--- config.mk ---
export PLATFORM = sky130hd
export DESIGN_NAME = lcd_hd44780_responder
export DESIGN_NICKNAME = d
export VERILOG_FILES = /design/src/rtl/lcd_hd44780_responder.sv
export SDC_FILE = /design/constraint.sdc
export NUM_CORES = 1
export LEC_CHECK = 0
export CAP_MARGIN = 0
export CORE_MARGIN = 2
export CORE_UTILIZATION = 62
export DETAILED_ROUTE_END_ITERATION = 8
export PLACE_DENSITY = 0.83
export SETUP_SLACK_MARGIN = 0.3
export SYNTH_ARGS = -nofsm -noshare
export SYNTH_HDL_FRONTEND = slang
export SYNTH_SLANG_ARGS = --single-unit
export TNS_END_PERCENT = 5
--- constraint.sdc ---
create_clock -name iCLK_50MHZ -period 4.99 [get_ports iCLK_50MHZ]
set_clock_uncertainty 0.05 [all_clocks]
set_input_delay 1.497 -clock iCLK_50MHZ [delete_from_list [all_inputs] [get_ports iCLK_50MHZ]]
set_output_delay 1.497 -clock iCLK_50MHZ [all_outputs]
set_load 0.05 [all_outputs]
--- src/rtl/lcd_hd44780_responder.sv ---
// Responder-side model of an HD44780 8-bit write bus: decodes strobed writes into a
// 16x2 display RAM mirror, address counter, entry mode and busy flag. Never drives the bus.
module lcd_hd44780_responder #(
  parameter int CMD_CYCLES  = 2000,
  parameter int LONG_CYCLES = 76500
) (
  input  logic       iCLK_50MHZ,
  input  logic       iRST_N,
  input  logic       LCD_E,
  input  logic       LCD_RS,
  input  logic       LCD_RW,
  input  logic [7:0] DATA_BUS,
  input  logic [4:0] rd_addr,
  output logic [7:0] rd_char,
  output logic       busy,
  output logic       display_on,
  output logic [6:0] ac,
  output logic       wr_pulse,
  output logic       overrun
);

  localparam int MAXC = (LONG_CYCLES > CMD_CYCLES) ? LONG_CYCLES : CMD_CYCLES;
  localparam int CW   = $clog2(MAXC + 1);

  typedef enum logic {IDLE, FILL} state_t;

  state_t          state_q, state_d;
  logic [4:0]      fill_idx;
  logic [7:0]      mem [32];
  logic            inc;
  logic [CW-1:0]   cnt;

  logic            e_s1, e_s2, e_d;
  logic            rs_s1, rs_s2, rw_s1, rw_s2;
  logic [7:0]      d_s1, d_s2;
  logic            hold_rs, hold_rw;
  logic [7:0]      hold_d;
  logic            txn_v, txn_rs, txn_rw;
  logic [7:0]      txn_d;

  logic            fall, accept, is_instr, is_data, wr_en;
  logic            op_setac, op_disp, op_entry, op_home, op_clear;
  logic [4:0]      wr_idx;

  function automatic logic [6:0] ac_step(input logic [6:0] a, input logic up);
    if (up) ac_step = (a == 7'h27) ? 7'h40 : (a == 7'h67) ? 7'h00 : a + 7'd1;
    else    ac_step = (a == 7'h00) ? 7'h67 : (a == 7'h40) ? 7'h27 : a - 7'd1;
  endfunction

  // hold_* tracks the bus while synchronized E is high, so at the falling edge it
  // holds the sample aligned with the last E-high cycle.
  always_ff @(posedge iCLK_50MHZ or negedge iRST_N) begin
    if (!iRST_N) begin
      e_s1 <= 1'b0; e_s2 <= 1'b0; e_d <= 1'b0;
      rs_s1 <= 1'b0; rs_s2 <= 1'b0; rw_s1 <= 1'b0; rw_s2 <= 1'b0;
      d_s1 <= 8'h00; d_s2 <= 8'h00;
      hold_rs <= 1'b0; hold_rw <= 1'b0; hold_d <= 8'h00;
      txn_v <= 1'b0; txn_rs <= 1'b0; txn_rw <= 1'b0; txn_d <= 8'h00;
    end else begin
      e_s1 <= LCD_E;   e_s2 <= e_s1;   e_d <= e_s2;
      rs_s1 <= LCD_RS; rs_s2 <= rs_s1;
      rw_s1 <= LCD_RW; rw_s2 <= rw_s1;
      d_s1 <= DATA_BUS; d_s2 <= d_s1;
      if (e_s2) begin
        hold_rs <= rs_s2; hold_rw <= rw_s2; hold_d <= d_s2;
      end
      txn_v <= fall;
      if (fall) begin
        txn_rs <= hold_rs; txn_rw <= hold_rw; txn_d <= hold_d;
      end
    end
  end

  assign fall     = e_d & ~e_s2;
  assign accept   = txn_v & ~txn_rw & ~busy;
  assign is_instr = accept & ~txn_rs;
  assign is_data  = accept & txn_rs;
  assign wr_en    = is_data & ((ac[6:4] == 3'b000) | (ac[6:4] == 3'b100));
  assign wr_idx   = {ac[6], ac[3:0]};

  // Highest set bit selects the instruction; CGRAM, Function Set and shift fall to default.
  always_comb begin
    op_setac = 1'b0; op_disp = 1'b0; op_entry = 1'b0; op_home = 1'b0; op_clear = 1'b0;
    casez (txn_d)
      8'b1???????: op_setac = 1'b1;
      8'b00001???: op_disp  = 1'b1;
      8'b000001??: op_entry = 1'b1;
      8'b0000001?: op_home  = 1'b1;
      8'b00000001: op_clear = 1'b1;
      default: ;
    endcase
  end

  always_ff @(posedge iCLK_50MHZ or negedge iRST_N) begin
    if (!iRST_N) state_q <= IDLE;
    else         state_q <= state_d;
  end

  always_comb begin
    state_d = state_q;
    case (state_q)
      IDLE: if (is_instr && op_clear) state_d = FILL;
      FILL: if (fill_idx == 5'd31)    state_d = IDLE;
      default: state_d = IDLE;
    endcase
  end

  always_ff @(posedge iCLK_50MHZ or negedge iRST_N) begin
    if (!iRST_N) begin
      for (int i = 0; i < 32; i++) mem[i] <= 8'h20;
      ac         <= 7'h00;
      inc        <= 1'b1;
      display_on <= 1'b0;
      wr_pulse   <= 1'b0;
      overrun    <= 1'b0;
      rd_char    <= 8'h00;
      fill_idx   <= 5'd0;
    end else begin
      rd_char  <= mem[rd_addr];
      wr_pulse <= is_data;
      if (txn_v && !txn_rw && busy) overrun <= 1'b1;
      if (state_q == FILL) begin
        mem[fill_idx] <= 8'h20;
        fill_idx      <= fill_idx + 5'd1;
        if (fill_idx == 5'd31) begin
          ac  <= 7'h00;
          inc <= 1'b1;
        end
      end
      if (is_data) begin
        if (wr_en) mem[wr_idx] <= txn_d;
        ac <= ac_step(ac, inc);
      end
      if (is_instr) begin
        if (op_setac) ac         <= txn_d[6:0];
        if (op_disp)  display_on <= txn_d[2];
        if (op_entry) inc        <= txn_d[1];
        if (op_home)  ac         <= 7'h00;
        if (op_clear) fill_idx   <= 5'd0;
      end
    end
  end

  // Busy holds until both the down-counter expires and any clear fill has finished.
  always_ff @(posedge iCLK_50MHZ or negedge iRST_N) begin
    if (!iRST_N) begin
      busy <= 1'b0;
      cnt  <= '0;
    end else if (accept) begin
      busy <= 1'b1;
      cnt  <= (is_instr && (op_clear || op_home)) ? CW'(LONG_CYCLES) : CW'(CMD_CYCLES);
    end else if (busy) begin
      if (cnt > CW'(1)) cnt <= cnt - CW'(1);
      else begin
        cnt <= '0;
        if (state_d != FILL) busy <= 1'b0;
      end
    end
  end

endmodule

==> results of run 1 <==
[area by class of cell]
type                            count  area share [%]
Multi-Input combinational cell   1159            39.0
Clock buffer                       52            6.01
Sequential cell                   343            48.2
Tap cell                          330            2.31
Timing Repair Buffer               53            2.93
Inverter                           13           0.273
Clock inverter                     16            1.25
[cells in the mapped netlist (3+ instances only)]
| master | count | share of area (%) |
|---|---|---|
| nand2_1 | 476 | 11 |
| dfrtp_1 | 310 | 48 |
| o21ai_0 | 233 | 7.3 |
| clkbuf_1 | 84 | 2.0 |
| mux4_2 | 64 | 9.0 |
| nor2_1 | 52 | 1.2 |
| nand3_1 | 49 | 1.5 |
| a21oi_1 | 46 | 1.4 |
| nor3b_1 | 36 | 1.7 |
| o22ai_1 | 35 | 1.4 |
| dfstp_2 | 33 | 5.4 |
| mux2_2 | 21 | 1.5 |
| nor4_1 | 14 | 0.54 |
| buf_1 | 13 | 0.30 |
| buf_2 | 13 | 0.40 |
| ha_1 | 12 | 0.93 |
| inv_1 | 12 | 0.28 |
| nor3_2 | 9 | 0.56 |
| nor3_1 | 8 | 0.25 |
| a31oi_1 | 7 | 0.27 |
| or3_1 | 6 | 0.23 |
| nand3b_1 | 5 | 0.23 |
| nor2b_1 | 5 | 0.19 |
| and3_1 | 4 | 0.16 |
| nand2b_1 | 4 | 0.16 |
| o211ai_1 | 4 | 0.19 |
| or2_2 | 4 | 0.16 |
| a211o_1 | 3 | 0.16 |
| a21o_1 | 3 | 0.14 |
| a22o_1 | 3 | 0.16 |
| and2_1 | 3 | 0.12 |
| mux2i_1 | 3 | 0.19 |
| nand4_1 | 3 | 0.12 |
| o21a_1 | 3 | 0.14 |
| o21ai_1 | 3 | 0.093 |
| o311ai_0 | 3 | 0.16 |
| or4_1 | 3 | 0.14 |
| xnor2_1 | 3 | 0.16 |
| xor2_1 | 3 | 0.16 |
[power groups by stage]
stage | logic [mW] | clock network [mW] | registers [mW]
after CTS | 1.01 | 2.93 | 3.14
after detailed placement | 1.00 | 0 | 3.19
after global routing | 1.10 | 3.05 | 3.17
after floorplan | 0.591 | 0 | 3.18
final | 1.03 | 2.90 | 3.15
after global placement | 0.985 | 0 | 3.19
[logic make-up (layout without fill, tap and decap cells)]
group,count (synthesis),in the layout
compound gates,360,360
xor+xnor,6,6
fa+ha+maj,12,12
simple gates,693,693
buf+inv,123,134
mux,88,88
flops,343,343
[per-stage QoR]
stage	hold WS (ns)	worst slack (ns)	util (%)	power, mW
after floorplan	0.281	1.88	-	3.77
after global placement	0.284	1.46	65.5	4.17
after detailed placement	0.285	1.44	65.5	4.19
after CTS	0.297	1.10	70.6	7.08
after global routing	0.304	1.04	70.6	7.32
final	0.297	1.09	70.6	7.09
[state kept, by name, indices dropped and copies added, names as in the netlist, 5 cells and up]
signal and count:
d_s2 8, ac 7, txn_d 8, d_s1 8
cnt 17, fill_idx 5, rd_char 8, hold_d 8
mem 256
[per-layer routing]
layer / up-vias / routed length, um / track usage, %
li1: 5643 / - / -
met1: 6249 / 16800 / 45.3
met2: 743 / 19700 / 50.6
met3: 183 / 4360 / 6.83
met4: 0 / 2610 / 18.0
met5: - / 0 / 0
[how the worst max path moves through the flow]
stage,startpoint,to,slack (ns),cells past startpoint
2_1_floorplan,rd_addr[0],rd_char[6]$_DFF_PN0_,1.88,5
3_3_place_gp,rd_addr[1],rd_char[4]$_DFF_PN0_,1.46,5
3_5_place_dp,rd_addr[1],rd_char[6]$_DFF_PN0_,1.44,5
4_1_cts,ac[6]$_DFF_PN0_,ac[6],1.10,1
5_1_grt,ac[6]$_DFF_PN0_,ac[6],1.04,1
6_report,ac[6]$_DFF_PN0_,ac[6],1.09,1
==> results.md, run 1 <==
| Step | Metric | Value |
|---|---|---|
| run status | Result of the run | complete, no violations |
| layout | Synthesis-to-finish area growth | 11.2% |
| layout | Leading cell type in the layout, fill and taps excluded | nand2_1 |
| setup path | Count of cells along the worst register-to-register path | 6 |
| placement | Instance area after placement | 16600 sq um |
| power | Internal power | 5.03 mW |
| layout | Fraction of final layout cells sized beyond drive strength 1 | 13.4% |
| layout | Final std cells w/o fill | 1966 |
| power | Pwr/cell area | 397 nW/um^2 |
| detailed routing | Via count | 12818 |
| timing | Slew Limit Fails | 0 |
| timing | Achievable clock frequency | 0.256 GHz |
| setup path | Cell family with the largest share of critical-path delay | buffers and inverters |
| setup path | Maximum cell stage delay along the critical path | 1.01 ns |
| detailed routing | Detailed-route wire length per cell | 22.1 um |
| timing | Setup repair after global routing missed its margin | false |
| cts | Worst-skew pair later-pin latency | 0.53 ns |
| cts | TritonCTS sink count | 343 |
| logic synthesis | Multiplexer fraction of the synthesized cell area | 10.6% |
| hold path | Critical hold path startpoint | d_s1[5]$_DFF_PN0_ |
| setup path | Start-to-end type of the worst setup path | reg -> out |
| layout | Post-route standard cell area excluding fillers | 17900 sq um |
| layout | Nets@finish | 1637 |
| setup path | Cell breakdown of the critical path | clkdlybuf4s50_1 |
| setup path | Required time worst endpoint | 3.44 ns |
| die | Die Span X | 165 um |
| die | Die footprint | 27200 sq um |
| detailed routing | Final wirelength | 43500 um |
| detailed routing | Antenna-violating nets left | 0 |
| timing | Setup-violating endpoint count in the final report | 0 |
| timing | Actual slew at the worst max-slew pin | 1.04 ns |
| power | Combinational share of power | 14.6% |
| global route | All-layer global routing usage | 33.2% |
| logic synthesis | Number of synthesized register bits | 343 |
| cts | Library cell used as clock root buffer | clkbuf_16 |
| layout | Storage element area | 8620 sq um |
| logic synthesis | Compound-cell area share of the yosys netlist | 12.4% |
| global route | Global-route wire length before repair | 68700 um |
| logic synthesis | EDFF count, synth | 0 |
| timing | Number of failing hold endpoints at the final stage | 0 |
| cts | CTS H-tree depth | 2 |
| logic synthesis | Simple logic cell fraction of the synthesized area | 19.1% |
| setup path | Capturing point of the worst reg2reg path | mem[50]$_DFF_PN0_ |
| setup path | Arrival time at the worst endpoint | 2.36 ns |
| power | Clk pwr share | 40.9% |
| timing | Setup TNS Final | 0 ns |
| power | Worst vdd ir | 327 uV |
| logic synthesis | Fraction of synthesized cell area in xor and xnor cells | 0.327% |
| power | Psw | 2.06 mW |
| cts | CTS tree | done |
| layout | ANT cells | 0 |
| logic synthesis | Synthesized instance count | 1625 |
| logic synthesis | Synthesized area per cell | 9.89 sq um |
| die | Starting Density | 63.5% |
| cts | Deepest clock path buffer count | 3 |
| global route | Largest net degree at the start of global routing | 111 |
| setup path | Register-to-register setup slack | 1.45 ns |
| detailed routing | Detailed Routing Iterations Pass 1 | 6 |
| placement | Gp weighted congestion | 0.938 |
| timing | Ratio of final minimum period to clock period | 78.2% |
| cts | Post-CTS repair timing setup buffer count | 0 |
| logic synthesis | Post-Syn Nets | 1655 |
| setup path | Setup crit start kind | flop |
| logic synthesis | Summed instance area of the synthesized netlist | 16100 sq um |
| placement | Cell total after placement | 1898 |
| detailed routing | Number of vias per cell | 6.52 |
| placement | Dpl hpwl | 27900 um |
| timing | Relative max-transition margin | 30.6% |
| power | Standby leakage power | 7.35 nW |
| die | Die Ht | 165 um |
| setup path | Startpoint of the most critical register-to-register path | busy$_DFF_PN0_ |
| setup path | Slowest-stage cell, CP | clkdlybuf4s50_1 |
| cts | Number of buffers added to fix hold violations after cts | 0 |
| cts | Clock slew at the register clock pins of the worst setup and hold paths | 0.06 ns |
| cts | Total CTS buffers | 37 |
| power | Sw Share | 29.1% |
| logic synthesis | Fraction of the yosys area taken by sequential cells | 53.7% |
| logic synthesis | Warning count from the yosys run | 0 |
| logic synthesis | Synth async-reset ratio | 100% |
| detailed routing | Number of DRC markers in iteration 0 | 1583 |
| layout | Number of inserted filler cells in the final layout | 1760 |
| global route | Global-route congestion overflow total | 0 |
| placement | Port buffer count | 36 |
| detailed routing | DRC violations left | 0 |
| cts | Post-cts resize count | 0 |
| logic synthesis | Distinct cells, synth | 64 |
| die | Top Ports | 37 |
| logic synthesis | Main flop type after synthesis | dfrtp_1 |
| global route | Number of antenna violations at the first check in global routing | 0 |
| setup path | Peak fanout along the critical path | 17 |
| die | Core footprint | 25300 sq um |
| setup path | Buffering stage count on the worst path with inverters included | 1 |
| timing | Final critical delay including setup and external delays | 3.90 ns |
| setup path | Kind of capture point of the worst setup path | output pin |
| hold path | Worst min-delay path class | reg -> reg |
| job | Number of violations of the max-capacitance limit | 0 |
| layout | Footprint of the multi-input gates | 6970 sq um |
| die | FP Rows | 58 |
| hold path | Cell depth of the worst min-delay path | 0 |
| power | Sequential cell fraction of total power | 44.5% |
| layout | Most used cells in the layout excluding fill and tap cells | nand2_1 (476), dfrtp_1 (310), o21ai_0 (233) |
| global route | Vias in the first global route | 12537 |
| hold path | Terminating pin of the worst hold path | d_s2[5]$_DFF_PN0_ |
| logic synthesis | Adder-cell share of the synthesized area | 0.934% |
| logic synthesis | Combinational family with the most area after synthesis | simple AND/OR/NAND/NOR gates |
Power figures use the tool's default switching activity.
==> run 2: changes to the inputs <==
--- a/config.mk
+++ b/config.mk
@@ -7,9 +7,9 @@
 export LEC_CHECK = 0
 export CAP_MARGIN = 0
 export CORE_MARGIN = 2
-export CORE_UTILIZATION = 62
+export CORE_UTILIZATION = 56
 export DETAILED_ROUTE_END_ITERATION = 8
-export PLACE_DENSITY = 0.83
+export PLACE_DENSITY = 0.79
 export SETUP_SLACK_MARGIN = 0.3
 export SYNTH_ARGS = -nofsm -noshare
 export SYNTH_HDL_FRONTEND = slang
==> constraint.sdc (replaced) <==
create_clock -name iCLK_50MHZ -period 3.5 [get_ports iCLK_50MHZ]
set_clock_uncertainty 0.05 [all_clocks]
set_input_delay 1.05 -clock iCLK_50MHZ [delete_from_list [all_inputs] [get_ports iCLK_50MHZ]]
set_output_delay 1.05 -clock iCLK_50MHZ [all_outputs]
set_load 0.05 [all_outputs]
==> results.md, run 2 (synthesis gave the netlist of run 1 again) <==
| Step | Metric | Value | Change |
|---|---|---|---|
| die | Die footprint | 30100 sq um | +10% |
| global route | Global-route congestion overflow total | 0 | unchanged |
| cts | CTS H-tree depth | 2 | unchanged |
| global route | All-layer global routing usage | 31.4% | -1.8 points |
| cts | Post-cts resize count | 0 | unchanged |
| layout | Leading cell type in the layout, fill and taps excluded | nand2_1 |  |
| die | Core footprint | 28500 sq um | +12% |
| cts | Worst-skew pair later-pin latency | 0.53 ns | about the same |
| power | Pwr/cell area | 564 nW/um^2 | +42% |
| layout | Largest registers | mem (256), cnt (17) |  |
| setup path | Kind of capture point of the worst setup path | output pin |  |
| timing | Final worst-path setup slack | 0.420 ns | -0.667 ns |
| timing | Slew Limit Fails | 0 | unchanged |
| cts | CTS tree | done |  |
| setup path | Cell family with the largest share of critical-path delay | buffers and inverters |  |
| timing | Ratio of final minimum period to clock period | 88.0% |  |
| detailed routing | Via count | 12953 | +1.1% |
| placement | Port buffer count | 36 | unchanged |
| timing | Actual slew at the worst max-slew pin | 0.906 ns | -0.131 ns |
| setup path | Slowest-stage cell, CP | clkdlybuf4s50_1 |  |
| layout | Most used cells in the layout excluding fill and tap cells | nand2_1 (476), dfrtp_1 (310), o21ai_0 (233) |  |
| placement | Gp weighted congestion | 0.962 | +2.6% |
| setup path | Maximum cell stage delay along the critical path | 0.89 ns | -0.12 ns |
| setup path | Buffering stage count on the worst path with inverters included | 1 | unchanged |
| hold path | Worst min-delay path class | reg -> reg |  |
| detailed routing | Number of DRC markers in iteration 0 | 1432 | -9.5% |
| placement | Dpl hpwl | 29700 um | +6.4% |
| detailed routing | Antenna-violating nets left | 0 | unchanged |
| setup path | Setup crit start kind | flop |  |
| detailed routing | Number of vias per cell | 6.28 | -3.7% |
| timing | Number of failing hold endpoints at the final stage | 0 | unchanged |
| global route | Met3 track demand over resource in global routing | 7.89% | +1.1 points |
| setup path | Required time worst endpoint | 2.40 ns | -1.04 ns |
| layout | Synthesis-to-finish area growth | 14.2% |  |
| detailed routing | Detailed Routing Iterations Pass 1 | 5 | -1 |
| detailed routing | DRC violations left | 0 | unchanged |
| timing | Setup-violating endpoint count in the final report | 0 | unchanged |
| power | Worst vdd ir | 704 uV | +120% |
| cts | Number of buffers added to fix hold violations after cts | 0 | unchanged |
| detailed routing | Final wirelength | 46100 um | +6.1% |
| cts | Clock slew at the register clock pins of the worst setup and hold paths | 0.06 ns | about the same |
| setup path | Startpoint of the most critical register-to-register path | txn_rw$_DFFE_PN0P_ |  |
| timing | Setup repair after global routing missed its margin | false |  |
| layout | Register name with the most flops | mem |  |
| cts | Deepest clock path buffer count | 3 | unchanged |
| placement | Cell total after placement | 1993 | +5.0% |
| placement | Post-placement setup slack | 0.654 ns | -0.786 ns |
| setup path | Cell breakdown of the critical path | clkdlybuf4s50_1 |  |
| die | Starting Density | 56.5% | -7.0 points |
| timing | Final critical delay including setup and external delays | 3.08 ns |  |
| global route | Vias in the first global route | 13226 | +5.5% |
| die | Die Ht | 173 um | +5.1% |
| layout | Final std cells w/o fill | 2062 | +4.9% |
| cts | TritonCTS sink count | 343 | unchanged |
| timing | Setup TNS Final | 0 ns | unchanged |
| setup path | Start-to-end type of the worst setup path | reg -> out |  |
| global route | Number of antenna violations at the first check in global routing | 0 | unchanged |
| power | Standby leakage power | 7.62 nW | +3.6% |
| setup path | Arrival time at the worst endpoint | 1.98 ns | -0.38 ns |
| cts | Library cell used as clock root buffer | clkbuf_16 |  |
| timing | Relative max-transition margin | 39.5% | +8.9 points |
| layout | Largest register FFs | 256 | unchanged |
| layout | Fraction of final layout cells sized beyond drive strength 1 | 15.6% | +2.2 points |
| layout | ANT cells | 0 | unchanged |
| layout | Final Util | 64.5% | -6.1 points |
| setup path | Peak fanout along the critical path | 11 | -6 |
| hold path | Critical hold path startpoint | rs_s1$_DFF_PN0_ |  |
| global route | Busiest layer in global routing | met2 |  |
| global route | Global-route wire length before repair | 73600 um | +7.1% |
| cts | Post-CTS repair timing setup buffer count | 0 | unchanged |
| global route | Largest net degree at the start of global routing | 85 | -23% |
| die | Top Ports | 37 | unchanged |
| run status | Result of the run | complete, no violations |  |
| die | FP Rows | 62 | +6.9% |
| die | Die Span X | 173 um | +5.1% |
| job | Number of violations of the max-capacitance limit | 0 | unchanged |
| detailed routing | Detailed-route wire length per cell | 22.4 um | +1.1% |
| timing | Achievable clock frequency | 0.325 GHz |  |
| setup path | Beginning of the critical path | ac[4]$_DFF_PN0_ |  |
| global route | Met2 routing resource usage after global routing | 48.2% | -2.4 points |
| cts | Total CTS buffers | 38 | +2.7% |
| global route | Global routing usage on met1 | 40.9% | -4.4 points |
| layout | Nets@finish | 1679 | +2.6% |
-- run 2: cell count changes in the layout (fill, tap and decap cells not counted) --
cell / delta
buf_4: +37
buf_12: +4
clkbuf_8: +4
clkinv_4: -2
bufinv_16: +1
clkinv_2: -1
clkinvlp_4: -1
-- run 2: path summary, 6_finish.rpt --
check / to / slack [ns] / depth (start not counted)
max reg2reg: mem[184]$_DFF_PN0_ / 0.72 / 7
max in group asynchronous: mem[221]$_DFF_PN1_ / 2.13 / 2
min in group asynchronous: mem[251]$_DFF_PN0_ / 0.42 / 1
min: rs_s2$_DFF_PN0_ / 0.30 / 0
min reg2reg: rs_s2$_DFF_PN0_ / 0.30 / 0
max: ac[4] / 0.42 / 1
-- run 2: metrics by stage --
| stage | hold slack (ns) | instance area (sq um) | power (mW) |
|---|---|---|---|
| 2_1_floorplan | 0.281 | 16100 | 5.38 |
| 3_3_place_gp | 0.283 | 17000 | 6.01 |
| 3_5_place_dp | 0.286 | 17000 | 6.06 |
| 4_1_cts | 0.299 | 18400 | 10.4 |
| 5_1_grt | 0.310 | 18400 | 10.7 |
| 6_report | 0.298 | 18400 | 10.4 |
-- run 2: cell type report --
| type | instances | area, sq um |
|---|---|---|
| clock buffers | 56 | 1130 |
| flip-flops and latches | 343 | 8620 |
| multi-input cells | 1159 | 6970 |
| clock inverters | 13 | 223 |
| fillers | 2180 | 10100 |
| well taps | 384 | 480 |
| inverters | 13 | 48.8 |
| repair buffers | 94 | 881 |
-- run 2: power breakdown --
part | total (mW) | internal [mW] | switching, mW
Sequential | 4.41 | 4.19 | 0.219
Combinational | 1.63 | 0.493 | 1.14
Clock | 4.31 | 2.68 | 1.63
Total | 10.4 | 7.37 | 2.99
-- run 2: metal layers --
metal	part of all wire, %	vias up
met5	0	-
met4	6.8	0
met3	11	210
met2	44	783
met1	38	6246
li1	-	5714
-- run 2: worst reg2reg max path, delay by kind of cell, from the launching register on --
kind / cells / cell delay (ns)
compound gates: 1 / 0.17
buf+inv: 2 / 0.58
flops: 1 / 0.41
simple gates: 4 / 1.46
==> run 3: changes to the inputs <==
--- a/config.mk
+++ b/config.mk
@@ -8,6 +8,7 @@
 export CAP_MARGIN = 0
 export CORE_MARGIN = 2
 export CORE_UTILIZATION = 56
+export CTS_CLUSTER_SIZE = 10
 export DETAILED_ROUTE_END_ITERATION = 8
 export PLACE_DENSITY = 0.79
 export SETUP_SLACK_MARGIN = 0.3
==> results.md, run 3 (synthesis gave the netlist of run 1 again) <==
| Step | Metric | Value | Change |
|---|---|---|---|
| setup path | Slowest-stage cell, CP | clkdlybuf4s50_1 |  |
| global route | Global-route congestion overflow total | 0 | unchanged |
| timing | Setup TNS Final | 0 ns | unchanged |
| setup path | Peak fanout along the critical path | 11 | unchanged |
| layout | Fraction of final layout cells sized beyond drive strength 1 | 14.7% | -0.88 points |
| detailed routing | Number of vias per cell | 6.29 | +0.10% |
| detailed routing | DRC violations left | 0 | unchanged |
| cts | Library cell used as clock root buffer | clkbuf_16 |  |
| die | Die Span X | 173 um | unchanged |
| timing | Final critical delay including setup and external delays | 3.10 ns | +0.0205 ns |
| placement | Gp weighted congestion | 0.962 | unchanged |
| setup path | Count of cells along the worst register-to-register path | 7 | unchanged |
| job | Number of violations of the max-capacitance limit | 0 | unchanged |
| setup path | Maximum cell stage delay along the critical path | 0.90 ns | about the same |
| die | Core footprint | 28500 sq um | unchanged |
| setup path | Cell family with the largest share of critical-path delay | buffers and inverters |  |
| power | Combinational share of power | 16.4% | +0.6 points |
| detailed routing | Detailed-route wire length per cell | 21.8 um | -2.5% |
| die | Die footprint | 30100 sq um | unchanged |
| die | Die Ht | 173 um | unchanged |
| detailed routing | Via count | 12998 | +0.35% |
| placement | Instance area after placement | 17000 sq um | unchanged |
| cts | Post-cts resize count | 0 | unchanged |
| timing | Number of failing hold endpoints at the final stage | 0 | unchanged |
| cts | Total CTS buffers | 41 | +7.9% |
| placement | Dpl hpwl | 29700 um | unchanged |
| power | Standby leakage power | 7.53 nW | -1.1% |
| power | Sequential cell fraction of total power | 44.5% | +1.9 points |
| layout | Nets@finish | 1682 | +0.18% |
| die | FP Rows | 62 | unchanged |
| setup path | Number of stages on the worst setup path | 1 | unchanged |
| timing | Setup-violating endpoint count in the final report | 0 | unchanged |
| power | Power consumption | 9.91 mW | -4.3% |
| layout | Synthesis-to-finish area growth | 13.3% |  |
| die | Starting Density | 56.5% | unchanged |
| global route | Largest net degree at the start of global routing | 85 | unchanged |
| setup path | Buffering stage count on the worst path with inverters included | 1 | unchanged |
| hold path | Worst min-delay path class | reg -> reg |  |
| detailed routing | Antenna-violating nets left | 0 | unchanged |
| layout | Register name with the most flops | mem |  |
| timing | Slew Limit Fails | 0 | unchanged |
| layout | Leading cell type in the layout, fill and taps excluded | nand2_1 |  |
| timing | Relative max-transition margin | 39.7% | +0.26 points |
| layout | Largest registers | mem (256), cnt (17) |  |
| timing | Ratio of final minimum period to clock period | 88.6% | +0.59 points |
| layout | ANT cells | 0 | unchanged |
| run status | Result of the run | complete, no violations |  |
| detailed routing | Detailed Routing Iterations Pass 1 | 7 | +2 |
| setup path | Setup crit start kind | flop |  |
| layout | Number of inserted filler cells in the final layout | 2204 | +1.1% |
| timing | Achievable clock frequency | 0.323 GHz | -0.66% |
| cts | Deepest clock path buffer count | 3 | unchanged |
| placement | Port buffer count | 36 | unchanged |
| detailed routing | Final wirelength | 45000 um | -2.3% |
| power | Worst vdd ir | 503 uV | -28% |
| setup path | Kind of capture point of the worst setup path | output pin |  |
| setup path | Start-to-end type of the worst setup path | reg -> out |  |
| cts | Number of buffers added to fix hold violations after cts | 0 | unchanged |
| power | Sw Share | 29.5% | +0.68 points |
| power | Clk pwr share | 39.1% | -2.6 points |
| setup path | Arrival time at the worst endpoint | 2.00 ns | +0.02 ns |
| cts | Post-CTS repair timing setup buffer count | 0 | unchanged |
| power | Psw | 2.92 mW | -2.0% |
| timing | Actual slew at the worst max-slew pin | 0.892 ns | -0.0146 ns |
| hold path | Cell depth of the worst min-delay path | 0 | unchanged |
| detailed routing | Number of DRC markers in iteration 0 | 1476 | +3.1% |
| layout | Largest register FFs | 256 | unchanged |
| global route | Global-route wire length before repair | 72500 um | -1.5% |
| layout | Post-route standard cell area excluding fillers | 18200 sq um | -0.78% |
| setup path | Cell breakdown of the critical path | clkdlybuf4s50_1 |  |
| cts | CTS tree | done |  |
| global route | All-layer global routing usage | 30.9% | -0.53 points |
| cts | CTS H-tree depth | 2 | unchanged |
| global route | Number of antenna violations at the first check in global routing | 0 | unchanged |
| power | Internal power | 6.98 mW | -5.2% |
| setup path | Required time worst endpoint | 2.40 ns | about the same |
| layout | Most used cells in the layout excluding fill and tap cells | nand2_1 (476), dfrtp_1 (310), o21ai_0 (233) |  |
| timing | Setup repair after global routing missed its margin | false |  |
| timing | Final-layout worst hold slack | 0.294 ns | -0.00432 ns |
| power | Pwr/cell area | 544 nW/um^2 | -3.5% |
| cts | TritonCTS sink count | 343 | unchanged |
| cts | Clock slew at the register clock pins of the worst setup and hold paths | 0.06 ns | about the same |
| global route | Vias in the first global route | 13046 | -1.4% |
| die | Top Ports | 37 | unchanged |
| cts | Worst-skew pair later-pin latency | 0.53 ns | about the same |
run 3: cell count changes in the layout (fill, tap and decap cells not counted), sizes merged:
cell and change:
clkinv -3, clkbuf +15, inv -1, bufinv -6
run 3: layer usage:
layer / GRT usage [%] / wire length, um
met1: 40.8 / 16900
met2: 47.8 / 20400
met3: 7.41 / 5060
met4: 16.4 / 2660
met5: 0 / 0
run 3: final cells by class:
class | count | area [sq um] | share of cell area (%)
Clock inverter | 3 | 18.8 | 0.103
Timing Repair Buffer | 94 | 881 | 4.84
Sequential cell | 343 | 8620 | 47.3
Inverter | 13 | 48.8 | 0.268
Multi-Input combinational cell | 1159 | 6970 | 38.3
Clock buffer | 71 | 1190 | 6.54
Tap cell | 384 | 480 | 2.64
run 3: power by group through the flow:
stage | registers, mW | clock network [mW] | logic [mW]
6_report | 4.41 | 3.87 | 1.63
5_1_grt | 4.44 | 4.11 | 1.73
4_1_cts | 4.40 | 3.93 | 1.60
3_5_place_dp | 4.47 | 0 | 1.59
3_3_place_gp | 4.46 | 0 | 1.55
2_1_floorplan | 4.54 | 0 | 0.843
run 3: stage by stage:
stage               worst slack (ns)  instances  util, %
finish                         0.400       2067     64.0
global route                   0.370       2067     64.0
CTS                            0.408       2067     64.0
detailed placement             0.654       1993     59.7
global placement               0.654       1993     59.7
floorplan                      0.841       1625        -
run 3: worst paths after layout:
path / start / to / slack [ns]
worst max register to register: txn_rw$_DFFE_PN0P_ / mem[212]$_DFF_PN0_ / 0.74
min in group asynchronous: iRST_N / mem[254]$_DFF_PN0_ / 0.42
worst min-delay path: rs_s1$_DFF_PN0_ / rs_s2$_DFF_PN0_ / 0.29
max in group asynchronous: iRST_N / mem[77]$_DFF_PN1_ / 2.14
worst min register to register: rs_s1$_DFF_PN0_ / rs_s2$_DFF_PN0_ / 0.29
worst max-delay path: ac[4]$_DFF_PN0_ / ac[4] / 0.40
